**src/rtl/i2c_pkg.sv**
```systemverilog
// ============================================================================
//  Module  : i2c_pkg
//  Brief   : Shared i2c types and widths for the arbiter and master engine.
//  Revision: 1.0 - initial release
// ============================================================================
`default_nettype none

package i2c_pkg;

    localparam int I2C_ADDR_W = 7;
    localparam int I2C_DATA_W = 8;

    typedef enum logic [1:0] {
        IDLE  = 2'd0,
        ISSUE = 2'd1,
        WAIT  = 2'd2,
        RESP  = 2'd3
    } arb_state_t;

    typedef enum logic [2:0] {
        M_IDLE  = 3'd0,
        M_START = 3'd1,
        M_ADDR  = 3'd2,
        M_DATA  = 3'd3,
        M_ACK   = 3'd4,
        M_STOP  = 3'd5
    } mst_state_t;

endpackage

`default_nettype wire

```
**src/rtl/rr_pick.sv**
```systemverilog
// ============================================================================
//  Module  : rr_pick
//  Brief   : Combinational round-robin picker, first set bit from ptr upward.
//  Revision: 1.0 - initial release
// ============================================================================
`default_nettype none

module rr_pick #(
    parameter int NREQ = 4
) (
    input  logic [NREQ-1:0]         req,
    input  logic [$clog2(NREQ)-1:0] ptr,
    output logic [NREQ-1:0]         onehot,
    output logic [$clog2(NREQ)-1:0] idx,
    output logic                    any
);

    localparam int c_PTR_W = $clog2(NREQ);

    logic [c_PTR_W:0]   w_sum;
    logic [c_PTR_W-1:0] w_pos;

    // Walk from the farthest offset down so the nearest request wins.
    always_comb begin
        onehot = '0;
        idx    = '0;
        any    = 1'b0;
        w_sum  = '0;
        w_pos  = '0;
        for (int i = NREQ - 1; i >= 0; i--) begin
            w_sum = {1'b0, ptr} + (c_PTR_W + 1)'(i);
            if (w_sum >= (c_PTR_W + 1)'(NREQ)) begin
                w_sum = w_sum - (c_PTR_W + 1)'(NREQ);
            end
            w_pos = w_sum[c_PTR_W-1:0];
            if (req[w_pos]) begin
                onehot        = '0;
                onehot[w_pos] = 1'b1;
                idx           = w_pos;
                any           = 1'b1;
            end
        end
    end

endmodule

`default_nettype wire

```
**src/rtl/i2c_master_arbiter.sv**
```systemverilog
// ============================================================================
//  Module  : i2c_master_arbiter
//  Brief   : Round-robin sharing of one i2c master among NREQ requesters.
//  Revision: 1.0 - initial release
// ============================================================================
`default_nettype none

module i2c_master_arbiter
    import i2c_pkg::*;
#(
    parameter int NREQ    = 4,
    parameter int TIMEOUT = 4096,
    parameter int CNT_W   = 13
) (
    input  logic                         clk,
    input  logic                         rst,
    input  logic [NREQ-1:0]              req_valid,
    input  logic [NREQ*I2C_ADDR_W-1:0]   req_addr,
    input  logic [NREQ*I2C_DATA_W-1:0]   req_data,
    input  logic [NREQ-1:0]              req_rnw,
    output logic [NREQ-1:0]              req_ready,
    output logic [NREQ-1:0]              rsp_valid,
    output logic [I2C_DATA_W-1:0]        rsp_rdata,
    output logic                         rsp_nack,
    output logic                         rsp_timeout,
    output logic                         m_start,
    output logic [I2C_ADDR_W-1:0]        m_addr,
    output logic [I2C_DATA_W-1:0]        m_data,
    output logic                         m_rnw,
    input  logic                         m_busy,
    input  logic                         m_done,
    input  logic                         m_nack,
    input  logic [I2C_DATA_W-1:0]        m_rdata
);

    localparam int                 c_PTR_W   = $clog2(NREQ);
    localparam logic [c_PTR_W-1:0] c_LAST    = c_PTR_W'(NREQ - 1);
    localparam logic [CNT_W-1:0]   c_TO_LAST = CNT_W'(TIMEOUT - 1);

    arb_state_t         r_state;
    arb_state_t         w_state_nxt;
    logic [c_PTR_W-1:0] r_rr_ptr;
    logic [c_PTR_W-1:0] r_grant;
    logic [CNT_W-1:0]   r_cnt;
    logic [NREQ-1:0]    w_pick_onehot;
    logic [c_PTR_W-1:0] w_pick_idx;
    logic               w_pick_any;
    logic               w_accept;
    logic               w_timeout_hit;

    rr_pick #(
        .NREQ(NREQ)
    ) u_rr_pick (
        .req    (req_valid),
        .ptr    (r_rr_ptr),
        .onehot (w_pick_onehot),
        .idx    (w_pick_idx),
        .any    (w_pick_any)
    );

    assign w_timeout_hit = (TIMEOUT != 0) && (r_cnt == c_TO_LAST);

    always_ff @(posedge clk) begin
        if (rst) begin
            r_state <= IDLE;
        end else begin
            r_state <= w_state_nxt;
        end
    end

    // Strobes are forced low while rst is held so a reset in ISSUE/RESP is silent.
    always_comb begin
        w_state_nxt = r_state;
        w_accept    = 1'b0;
        req_ready   = '0;
        rsp_valid   = '0;
        m_start     = 1'b0;
        case (r_state)
            IDLE: begin
                if (!m_busy && w_pick_any) begin
                    w_accept    = 1'b1;
                    req_ready   = w_pick_onehot;
                    w_state_nxt = ISSUE;
                end
            end
            ISSUE: begin
                m_start     = 1'b1;
                w_state_nxt = WAIT;
            end
            WAIT: begin
                if (m_done || w_timeout_hit) begin
                    w_state_nxt = RESP;
                end
            end
            RESP: begin
                rsp_valid[r_grant] = 1'b1;
                w_state_nxt        = IDLE;
            end
            default: w_state_nxt = IDLE;
        endcase
        if (rst) begin
            w_accept  = 1'b0;
            req_ready = '0;
            rsp_valid = '0;
            m_start   = 1'b0;
        end
    end

    always_ff @(posedge clk) begin
        if (rst) begin
            r_rr_ptr    <= '0;
            r_grant     <= '0;
            r_cnt       <= '0;
            m_addr      <= '0;
            m_data      <= '0;
            m_rnw       <= 1'b0;
            rsp_rdata   <= '0;
            rsp_nack    <= 1'b0;
            rsp_timeout <= 1'b0;
        end else begin
            case (r_state)
                IDLE: begin
                    if (w_accept) begin
                        r_grant <= w_pick_idx;
                        m_addr  <= req_addr[w_pick_idx*I2C_ADDR_W +: I2C_ADDR_W];
                        m_data  <= req_data[w_pick_idx*I2C_DATA_W +: I2C_DATA_W];
                        m_rnw   <= req_rnw[w_pick_idx];
                    end
                end
                ISSUE: r_cnt <= '0;
                WAIT: begin
                    // A completion landing on the last allowed cycle still counts as success.
                    if (m_done) begin
                        rsp_rdata   <= m_rnw ? m_rdata : '0;
                        rsp_nack    <= m_nack;
                        rsp_timeout <= 1'b0;
                    end else if (w_timeout_hit) begin
                        rsp_rdata   <= '0;
                        rsp_nack    <= 1'b0;
                        rsp_timeout <= 1'b1;
                    end else begin
                        r_cnt <= r_cnt + 1'b1;
                    end
                end
                RESP: r_rr_ptr <= (r_grant == c_LAST) ? '0 : r_grant + 1'b1;
                default: ;
            endcase
        end
    end

endmodule

`default_nettype wire

```
**config.mk**
```make
export PLATFORM = sky130hd
export DESIGN_NAME = i2c_master_arbiter
export DESIGN_NICKNAME = d
export VERILOG_FILES = /design/src/rtl/i2c_pkg.sv /design/src/rtl/rr_pick.sv /design/src/rtl/i2c_master_arbiter.sv
export SDC_FILE = /design/constraint.sdc
export NUM_CORES = 1
export LEC_CHECK = 0
export ABC_AREA = 1
export BUFFER_PORTS_ARGS = -buffer_cell sky130_fd_sc_hd__buf_2
export CAP_MARGIN = 20
export CORE_MARGIN = 4
export CORE_UTILIZATION = 35
export DETAILED_ROUTE_END_ITERATION = 10
export HOLD_SLACK_MARGIN = 0.03
export SETUP_SLACK_MARGIN = 0.4
export SLEW_MARGIN = 20
export SYNTH_ARGS = -nofsm -noshare
export SYNTH_HDL_FRONTEND = slang
export SYNTH_HIERARCHICAL = 1
export SYNTH_SLANG_ARGS = --single-unit
```
**constraint.sdc**
```tcl
create_clock -name clk -period 5.2 [get_ports clk]
set_clock_uncertainty 0.1 [all_clocks]
set_input_delay 1.04 -clock clk [delete_from_list [all_inputs] [get_ports clk]]
set_output_delay 1.04 -clock clk [all_outputs]
set_load 0.005 [all_outputs]
```
# Word-level counts from Yosys, hierarchy flattened

Cells that the tools add are included.

Register bits: 45

$lt $le $gt $ge: 15
Reduce and logical (&&, ||, !) cells: 15
Multiply operators: 1
Shifts and indexed selects: 2
$add $sub $neg: 9
Muxes and demuxes: 60
Eq/ne operators: 9

Operators with widths:

| cell                    | count |
|---|---|
| $mux W4                 | 9 |
| $shiftx A32 B6 Y8       | 1 |
| $shiftx A28 B6 Y7       | 1 |
| $mux W13                | 2 |
| $pmux W13 S2            | 1 |
| $mux W8                 | 3 |
| $mux W1                 | 23 |
| $mux W2                 | 11 |
| $lt A2 B3 Y1 const B    | 6 |
| $add A13 B1 Y13 const B | 1 |
| $eq A13 B12 Y1 const B  | 1 |
| $bmux W1 S2             | 5 |
| $demux W1 S2            | 5 |
| $ge A2 B1 Y1 const B    | 5 |
| $ge A3 B3 Y1 const B    | 3 |
| $ne A2 B2 Y1 const B    | 4 |
| $pmux W2 S4             | 1 |
| $sub A2 B1 Y2 const B   | 4 |
| $add A2 B2 Y3 const B   | 2 |
| $eq A2 B2 Y1 const B    | 3 |
| $logic_and A1 B1 Y1     | 6 |
| $reduce_and A2 Y1       | 3 |
| $mul A2 B3 Y5 const B   | 1 |
| $reduce_bool A2 Y1      | 2 |
| 8 further kinds         | 8 |

# Depth between registers and ports, before layout

Gate-level depths: netlist of run 1.

Depth in word-level cells: 14
Depth in mapped cells: 16
Gate-level depth less buffers: 15

# Hierarchy

Netlist of run 1, hierarchy kept.

By module, submodules not included:

| module             | area an instance (µm²) | cells each | instances |
|---|---|---|---|
| i2c_master_arbiter | 2557.5                 | 389        | 1 |
| rr_pick            | 486.7                  | 88         | 1 |

# Worst setup path before layout of run 1

No wires, ideal clock.

Path type: input -> output
Start: in req_valid[2]
End: out req_ready[0]
Data arrival time: 2.093 ns
Data required time: 4.060 ns
Setup slack: 1.967 ns
Stages on the path: 10
Cells stage by stage: inv_1 > o21ai_1 > nand2_1 > nand2_2 > inv_1 > nand4_1 > nand2_1 > nor2_1 > nand2_1 > nor2_1

Longest elaborated chain between the ends: 10
Elaborated cells between the ends (all ways): 20
Those cells by class: 19 x mux; 1 x reduce/logical

RTL lines:

| what                          | RTL line                  | text |
|---|---|---|
| from (decl)                   | i2c_master_arbiter.sv:17  | `input logic [NREQ-1:0] req_valid,` |
| $bmux W1 S2                   | rr_pick.sv:36             | `if (req[w_pos]) begin` |
| $mux W1 (not written as such) | rr_pick.sv:36             |  |
| $mux W1 (3 in series)         | rr_pick.sv:36             |  |
| $mux W1 (*)                   | rr_pick.sv:36             |  |
| named net w_pick_any          | i2c_master_arbiter.sv:47  | `logic w_pick_any;` |
| $logic_and A1 B1 Y1 (*)       | i2c_master_arbiter.sv:80  | `if (!m_busy && w_pick_any) begin` |
| $mux W4 (*)                   | i2c_master_arbiter.sv:80  |  |
| $mux W4 (*)                   | i2c_master_arbiter.sv:78  | `case (r_state)` |
| $mux W4 (*)                   | i2c_master_arbiter.sv:101 | `if (rst) begin` |
| to (decl)                     | i2c_master_arbiter.sv:21  | `output logic [NREQ-1:0] req_ready,` |

The timed path passes the listed nets; every way through them passes the cells marked *. The select of a mux whose other input is x is not followed.

# Worst setup path after layout of run 1

Start: reg r_rr_ptr[0]
End: out req_ready[2]

Elaborated cells between the ends (all ways): 55
Those cells by class: 7 x add/sub; 12 x order compare; 31 x mux; 5 x reduce/logical

RTL lines:

| what                                                 | RTL line                     | text |
|---|---|---|
| from (decl)                                          | i2c_master_arbiter.sv:42     | `logic [c_PTR_W-1:0] r_rr_ptr;` |
| from (signal assigned)                               | i2c_master_arbiter.sv:145    | `RESP: r_rr_ptr <= (r_grant == c_LAST) ? '0 : r_grant + 1'b1;` |
| $add A2 B2 Y3                                        | rr_pick.sv:31                | `w_sum = {1'b0, ptr} + (c_PTR_W + 1)'(i);` |
| $ge A3 B3 Y1 / $sub A2 B1 Y2 (equally long branches) | rr_pick.sv:32, rr_pick.sv:33 |  |
| $mux W2                                              | rr_pick.sv:32                | `if (w_sum >= (c_PTR_W + 1)'(NREQ)) begin` |
| $bmux W1 S2                                          | rr_pick.sv:36                |  |
| $mux W1 (not written as such)                        | rr_pick.sv:36                |  |
| $mux W1 (3 in series)                                | rr_pick.sv:36                |  |
| $mux W1 (*)                                          | rr_pick.sv:36                |  |
| named net w_pick_any                                 | i2c_master_arbiter.sv:47     |  |
| $logic_and A1 B1 Y1 (*)                              | i2c_master_arbiter.sv:80     |  |
| $mux W4 (*)                                          | i2c_master_arbiter.sv:80     |  |
| $mux W4 (*)                                          | i2c_master_arbiter.sv:78     |  |
| $mux W4 (*)                                          | i2c_master_arbiter.sv:101    |  |

Marked as above.

==> impl_metrics.ini, run 1 <==
[timing]
tns_ns = 0
worst_pin_slew_ns = 0.777
hold_violations = 0
drv_slew = 0
final-setup-viol-count = 0
final.period_utilization = 0.765
slew-limit-headroom = 0.481
fmax_mhz = 252
rsz0062_at_grt = false
fin_crit_ns = 3.98

[critical_path]
crit_path_start_kind = flip-flop
path_depth = 13
slowest_stage = dfxtp_1
crit_buf_inv = 5
reg2regPathDepth = 15
cp-end-kind = output pin
crit_type = flip-flop to output pin
cp_max_fo = 22
cpLargestDelayFamily = simple AND/OR/NAND/NOR gates
critPathRequiredTime_ns = 4.06
arrival_ns = 2.84
cp_cell_sequence = inv_2 -> ha_1 -> inv_1 -> nand3_4 -> nand2_4 -> inv_4 -> nand4_1 -> nand2_1 -> nor2_1 -> buf_4 -> nand2_1 -> nor2_1 -> buf_2
critPathMaxStageDelay_ns = 0.58

[pwr]
seqPwrFrac = 0.332
powerDensity_nw_per_um2 = 379
internal-power_uw = 779
ir_drop_mv = 0.151
power.leakage_nw = 1.89
finalPower_mw = 1.43
p_clk_frac = 0.155
power.share.combinational = 0.513
switching_share = 0.456
p_sw_uw = 653

[cells_and_area]
seq_area_sq_um = 901
fill_cells = 908
final_common_cell = buf_2
area_growth_pct = 24.2
nets = 681
multiInputGateArea_sq_um = 1840
diodes = 0
drive_above_1_share = 0.260
mostFrequentLayoutCells = 115 x buf_2, 97 x nor2_1, 65 x nand2_1

[synth]
synth.avg_cell_area_sq_um = 6.38
synth_ff_type = dfxtp_1
ys_warn_count = 6
synth_edf_count = 0
synth_cell_type_count = 34
synth_area_sq_um = 3040
synth_area_leaders = dfxtp_1 30%, nor2_1 12%, o21ai_0 10%
yosysTopAreaCell = dfxtp_1
synth_top_area_frac = 0.296
synthCells = 477
ys_async_sr_fraction = 0
synth_seq_area_share = 0.296
synth_seq_cells = 45
syn_nets = 575

[floorplan]
coreArea_sq_um = 8340
rows = 33
die_area_sq_um = 10300
die_w_um = 101
ios = 116
initial_core_util = 0.365
die_h_um = 101

[route]
vias_per_cell = 4.89
drtPass1Iterations = 4
ant_nets = 0
post_drt_wl_per_cell_um = 12.3
vias = 3369
drt_iter0_drc = 99
drc_errors = 0
routed_wl_um = 8500

[placement]
port_buffers = 115
gp_congestion = 0.933
dp_hpwl_um = 6720

[cts]
clockBufferDepth = 2
ctsResizeCount = 0
post_cts_buffers = 0
ctsHoldBuffers = 0
worstSkewPairLatency_ns = 0.30
numCtsBuffers = 5
clock_sinks = 45
clk_pin_slew_ns = 0.09
cts_max_level = 2
cts_tree = built
clockRootBuffer = clkbuf_8

[grt]
grt_pass1_vias = 3277
antenna_found_initial = 0
grt-ovfl-total = 0
grt_first_pass_wirelength_um = 14100
track_usage = 0.167
grt_max_degree = 34

[min_path]
holdPathStages = 2
hp-class = flip-flop to flip-flop

[status]
status = finished, final reports clean

[run]
maxCapViolCount = 0
[final timing paths]
path	startpoint	to	slack, ns
setup / recovery	r_rr_ptr[0]$_SDFFE_PP0N_	req_ready[2]	1.22
hold / removal	rsp_timeout$_SDFFE_PP0P_	rsp_timeout$_SDFFE_PP0P_	0.37
setup reg to reg	r_rr_ptr[0]$_SDFFE_PP0N_	m_rnw$_SDFFE_PP0P_	1.86
hold reg to reg	rsp_timeout$_SDFFE_PP0P_	rsp_timeout$_SDFFE_PP0P_	0.37
[sequential cells by signal (all words and copies together) (netlist names)]
register	count
r_rr_ptr	2
rsp_nack	1
r_state	2
r_cnt	13
rsp_rdata	8
m_rnw	1
m_data	8
r_grant	2
rsp_timeout	1
m_addr	7
[stage by stage]
step | hold slack [ns] | utilization | area (sq um) | setup slack, ns | cells
after floorplan | 0.332 | - | 3040 | 1.97 | 477
after global placement | 0.347 | 0.443 | 3690 | 1.43 | 681
after detailed placement | 0.354 | 0.443 | 3690 | 1.34 | 681
after CTS | 0.367 | 0.453 | 3780 | 1.17 | 689
after global routing | 0.391 | 0.453 | 3780 | 0.847 | 689
final | 0.366 | 0.453 | 3780 | 1.22 | 689
[final cells by class]
type / instances / area share
Multi-Input combinational cell: 357 / 0.488
Sequential cell: 45 / 0.238
Timing Repair Buffer: 119 / 0.160
Inverter: 55 / 0.0552
Tap cell: 105 / 0.0347
Clock buffer: 5 / 0.0182
Clock inverter: 3 / 0.00595
[power groups by stage]
| stage | Combinational, mW | Sequential, mW | Clock [mW] |
|---|---|---|---|
| 2_1_floorplan | 0.539 | 0.474 | 0 |
| 3_3_place_gp | 0.735 | 0.478 | 0 |
| 3_5_place_dp | 0.741 | 0.480 | 0 |
| 4_1_cts | 0.741 | 0.475 | 0.233 |
| 5_1_grt | 0.853 | 0.484 | 0.249 |
| 6_report | 0.734 | 0.475 | 0.223 |
[cells in the mapped netlist, drive strengths merged, types with 3 or more instances]
cell / instances
nor2: 100
nand2: 76
o21ai: 65
inv: 55
dfxtp: 45
nand3: 42
a21oi: 26
ha: 17
a31oi: 14
clkbuf: 11
buf: 9
or2: 5
nand4: 3
nor3: 3
[worst reg2reg max path, delay by kind of cell, from the launching register on]
| kind | cells | cell delay [ns] |
|---|---|---|
| flops | 1 | 0.58 |
| fa+ha+maj | 1 | 0.38 |
| compound gates | 4 | 0.56 |
| simple gates | 5 | 0.48 |
| buf+inv | 5 | 1.14 |
[routing by layer]
| layer | global-route usage | wire length (um) | part of all wire |
|---|---|---|---|
| met2 | 0.286 | 3940 | 0.46 |
| met1 | 0.202 | 3730 | 0.44 |
| met3 | 0.0482 | 719 | 0.085 |
| met4 | 0.0501 | 107 | 0.013 |
| met5 | 0 | 0 | 0 |
[cell families (layout without fill, tap and decap cells)]
| logic type | Yosys count | after routing | share of synthesized area |
|---|---|---|---|
| AOI/OAI and AO/OA | 110 | 110 | 0.190 |
| xor gates and xnor gates | 1 | 1 | 0.00288 |
| adders and majority gates | 17 | 17 | 0.0699 |
| buffers and inverters | 75 | 182 | 0.0995 |
| DFF | 45 | 45 | 0.296 |
| and+or+nand+nor | 229 | 229 | 0.342 |
No activity file was read; power rests on OpenSTA's default activity.
==> inputs of run 2 (changes only) <==
Clock period 5.2 ns to 3.75 ns, I/O delays scaled along.
==> impl_metrics.ini, run 2 (synthesis gave the netlist of run 1 again) <==
[status]
status = finished, final reports clean

[pwr]
finalPower_mw = 2.02
powerDensity_nw_per_um2 = 530
ir_drop_mv = 0.189
power.leakage_nw = 1.89

[placement]
dp_hpwl_um = 6690
gp_congestion = 0.889
placed_area_sq_um = 3690
dpl_worst_slack_ns = 0.650
dp.cells = 681
port_buffers = 115

[critical_path]
slowest_stage = dfxtp_4
crit_path_start_kind = flip-flop
cp-end-kind = output pin
arrival_ns = 2.25
critPathMaxStageDelay_ns = 0.42
cp_cell_sequence = inv_2 -> ha_1 -> inv_1 -> nand3_4 -> nand2_4 -> inv_4 -> nand4_1 -> nand2_1 -> nor2_2 -> nand2_2 -> nor2_1 -> buf_2
crit_type = flip-flop to output pin
critPathRequiredTime_ns = 2.90
cp_max_fo = 12

[floorplan]
rows = 33
coreArea_sq_um = 8340
ios = 116
initial_core_util = 0.365
die_w_um = 101
die_area_sq_um = 10300
die_h_um = 101

[route]
drtPass1Iterations = 4
drt_iter0_drc = 105
vias = 3294
post_drt_wl_per_cell_um = 12.4
vias_per_cell = 4.78
routed_wl_um = 8510
drc_errors = 0
ant_nets = 0

[cells_and_area]
mostFrequentLayoutCells = 115 x buf_2, 96 x nor2_1, 64 x nand2_1
fin_util = 0.456
nets = 681
drive_above_1_share = 0.267
area_growth_pct = 24.9
design_area_sq_um = 3800
diodes = 0
largest_register = r_cnt
final_common_cell = buf_2
largest_register_ffs = 13
top_regs = r_cnt: 13 flops, m_data: 8 flops, rsp_rdata: 8 flops
stdcell_count = 689

[grt]
use_met2 = 0.279
met1_usage = 0.206
antenna_found_initial = 0
grt_pass1_vias = 3148
grt-ovfl-total = 0
grt_max_degree = 34
track_usage = 0.164
grt.busiest_layer = met2
grt_first_pass_wirelength_um = 14000
gr-usage-met3 = 0.0441

[timing]
fin_crit_ns = 3.10
hold_violations = 0
worst_pin_slew_ns = 0.781
whs_ns = 0.360
rsz0062_at_grt = false
tns_ns = 0
slew-limit-headroom = 0.478
final.period_utilization = 0.827
drv_slew = 0
fmax_mhz = 322
setup_ws_ns = 0.649
final-setup-viol-count = 0

[cts]
clk_pin_slew_ns = 0.09
clock_sinks = 45
ctsHoldBuffers = 0
cts_max_level = 2
worstSkewPairLatency_ns = 0.30
numCtsBuffers = 5
cts_tree = built
clockBufferDepth = 2
clockRootBuffer = clkbuf_8

[min_path]
hp-class = flip-flop to flip-flop

[run]
maxCapViolCount = 0
## run 2: changes by cell type in the layout (fill, tap and decap cells not counted), sizes merged
cell      previous run  this run
clkinv               3         0
clkbuf               5         6
clkinvlp             0         1
inv                 55        56
## run 2: layout make-up
cell class / instances / area (sq um)
clock buffers: 6 / 82.6
clock inverters: 2 / 16.3
fillers: 902 / 4540
inverters: 55 / 209
multi-input cells: 357 / 1850
flip-flops and latches: 45 / 908
well taps: 105 / 131
repair buffers: 119 / 606
## run 2: path summary, 6_finish.rpt
path | slack (ns) | cells after the start | start | end
max | 0.65 | 12 | r_rr_ptr[0]$_SDFFE_PP0N_ | req_ready[3]
min | 0.36 | 2 | r_cnt[12]$_SDFFE_PP0P_ | r_cnt[12]$_SDFFE_PP0P_
max reg2reg | 1.00 | 11 | r_rr_ptr[0]$_SDFFE_PP0N_ | m_data[6]$_SDFFE_PP0P_
min reg2reg | 0.36 | 2 | r_cnt[12]$_SDFFE_PP0P_ | r_cnt[12]$_SDFFE_PP0P_
## run 2: critical path: cells and delay by family, from the launching register on
kind                     cells  cell delay (ns)
AND/OR/NAND/NOR              7             0.74
buffers and inverters        4             0.43
flip-flops                   1             0.42
adder cells (fa/ha/maj)      1             0.36
## run 2: metal layers
metal | wire (um) | part of all wire | vias to the layer above
met5 | 0 | 0 | -
met4 | 119 | 0.014 | 0
met3 | 587 | 0.069 | 11
met2 | 3850 | 0.45 | 96
met1 | 3960 | 0.47 | 1429
li1 | - | - | 1758
## run 2: power breakdown
group          switching, mW  total (mW)  internal, mW
Clock                  0.178       0.329         0.152
Sequential            0.0780       0.660         0.582
Combinational          0.656        1.03         0.370
Total                  0.912        2.02          1.10
## run 2: repair_timing
action	4_1_cts	5_1_grt
gates resized for setup	2	4
pin swaps	0	1
setup endpoints to repair	4	4
gates cloned	0	0
setup buffers	0	0
==> inputs of run 3 (changes only) <==
Settings changed: ABC_AREA 1 to 0.
Clock period 3.75 ns to 2.9 ns, I/O delays scaled along.
==> impl_metrics.ini, run 3 <==
[grt]
grt_pass1_vias = 2746
grt_first_pass_wirelength_um = 13100
track_usage = 0.157
antenna_found_initial = 0
grt_max_degree = 18
grt-ovfl-total = 0

[cells_and_area]
fill_cells = 814
final_common_cell = buf_2
mostFrequentLayoutCells = 115 x buf_2, 43 x dfxtp_1, 23 x a22o_1
largest_register_ffs = 13
design_area_sq_um = 4020
drive_above_1_share = 0.454
largest_register = r_cnt
diodes = 0
nets = 530
top_regs = r_cnt: 13 flops, m_data: 8 flops, rsp_rdata: 8 flops
area_growth_pct = 31.2
fin_util = 0.481

[synth]
synthSimpleGateAreaFrac = 0.173
synth_common_cells = 45 x dfxtp_1, 23 x a22o_1, 21 x a21oi_1
ys_async_sr_fraction = 0
synth_cell_type_count = 58
synth_edf_count = 0
synth_fa_ha_area_frac = 0.0695
yosysMostFrequentCell = dfxtp_1
synth_top_family_by_area = compound AO/OA/AOI/OAI gates
yosysTopAreaCell = dfxtp_1
synth.avg_cell_area_sq_um = 9.93
synth_seq_area_share = 0.294
synth_top_area_frac = 0.294
synth_ff_type = dfxtp_1
synth_area_sq_um = 3060
syn_nets = 406
ys_warn_count = 6
synth-xor-area-share = 0
synth_compound_area_frac = 0.231
synthCells = 308
synthMuxAreaShare = 0.172
synth_seq_cells = 45
synth_area_leaders = dfxtp_1 29%, mux4_2 13%, ha_1 7.0%

[floorplan]
die_w_um = 101
initial_core_util = 0.367
ios = 116
rows = 33
coreArea_sq_um = 8340
die_area_sq_um = 10300
die_h_um = 101

[pwr]
power.leakage_nw = 1.78
ir_drop_mv = 0.258
powerDensity_nw_per_um2 = 516
finalPower_mw = 2.07

[cts]
cts_max_level = 2
clk_pin_slew_ns = 0.08
cts_tree = built
clock_sinks = 45
clockRootBuffer = clkbuf_8
worstSkewPairLatency_ns = 0.30
clockBufferDepth = 2
numCtsBuffers = 5
ctsHoldBuffers = 0

[critical_path]
crit_type = flip-flop to output pin
regToRegSetupSlack_ns = 0.30
cp-end-kind = output pin
cp_max_fo = 7
crit_path_start_kind = flip-flop
arrival_ns = 1.98
critPathRequiredTime_ns = 2.22

[timing]
drv_slew = 0
worst_pin_slew_ns = 0.564
slew-limit-headroom = 0.622
final-setup-viol-count = 0
rsz0062_at_grt = true
setup_ws_ns = 0.244
hold_violations = 0
final.period_utilization = 0.916
tns_ns = 0
fmax_mhz = 377
fin_crit_ns = 2.66

[route]
drc_errors = 0
drt_iter0_drc = 141
drtPass1Iterations = 4
post_drt_wl_per_cell_um = 15.4
ant_nets = 0
vias = 2867
vias_per_cell = 5.34
routed_wl_um = 8270

[run]
maxCapViolCount = 0

[placement]
placed_area_sq_um = 3770
gp_congestion = 0.891
dp_hpwl_um = 6310
port_buffers = 115
dpl_worst_slack_ns = 0.0947

[status]
status = finished, final reports clean

[min_path]
hp-class = flip-flop to flip-flop
==> run 3: cell count changes after synthesis, moves of 23 or more <==
| cell | change |
|---|---|
| a22o_1 | +23 |
| nor2_1 | -78 |
| nand3_1 | -25 |
| o21ai_0 | -61 |
| nand2_1 | -45 |
| inv_1 | -38 |
==> run 3: worst max-delay path, stage by stage (launching register included) <==
cell and delay, ns:
dfxtp_4 0.36, buf_6 0.13, buf_6 0.11, mux2_4 0.32, mux2i_4 0.18, o211ai_1 0.15, a41oi_2 0.18, and2_1 0.14
buf_2 0.11
==> run 3: cell type report <==
type / instances / area [sq um] / share of cell area
clock inverters: 1 / 8.76 / 0.00218
repair buffers: 139 / 793 / 0.198
multi-input cells: 227 / 2040 / 0.509
flip-flops and latches: 45 / 908 / 0.226
clock buffers: 6 / 72.6 / 0.0181
inverters: 14 / 56.3 / 0.0140
well taps: 105 / 131 / 0.0327
==> run 3: final timing paths <==
check | startpoint | endpoint | cells after the start
hold reg to reg | rsp_rdata[5]$_SDFFE_PP0P_ | rsp_rdata[5]$_SDFFE_PP0P_ | 1
setup reg to reg | r_rr_ptr[0]$_SDFFE_PP0N_ | m_addr[6]$_SDFFE_PP0P_ | 9
hold / removal | rsp_rdata[5]$_SDFFE_PP0P_ | rsp_rdata[5]$_SDFFE_PP0P_ | 1
setup / recovery | r_rr_ptr[0]$_SDFFE_PP0N_ | req_ready[2] | 8
==> run 3: what timing repair did <==
item	4_1_cts	5_1_grt
endpoints found under the setup margin	20	20
pin swaps	9	2
gates resized for setup	7	3
setup buffers	10	1
gates cloned	0	1
==> run 3: cell families after synthesis <==
family / count (synthesis)
and+or+nand+nor: 96
AOI/OAI and AO/OA: 86
DFF: 45
buffers and inverters: 36
muxes: 28
adders and majority gates: 17
==> run 3: stage by stage <==
stage | hold WS (ns) | cells
final | 0.375 | 537
after global routing | 0.383 | 537
after CTS | 0.377 | 535
after global placement | 0.352 | 518
after detailed placement | 0.357 | 518
after floorplan | 0.352 | 308
==> run 3: report_power, final <==
part	switching, mW	total, mW	internal (mW)
Clock	0.207	0.374	0.167
Combinational	0.471	0.937	0.466
Sequential	0.0589	0.759	0.700
==> run 3: per-layer routing <==
| metal | global-route usage | vias up | share of wire |
|---|---|---|---|
| li1 | - | 1418 | - |
| met1 | 0.212 | 1324 | 0.45 |
| met2 | 0.258 | 119 | 0.47 |
| met3 | 0.0406 | 6 | 0.072 |
| met4 | 0.0276 | 0 | 0.0080 |
| met5 | 0 | - | 0 |
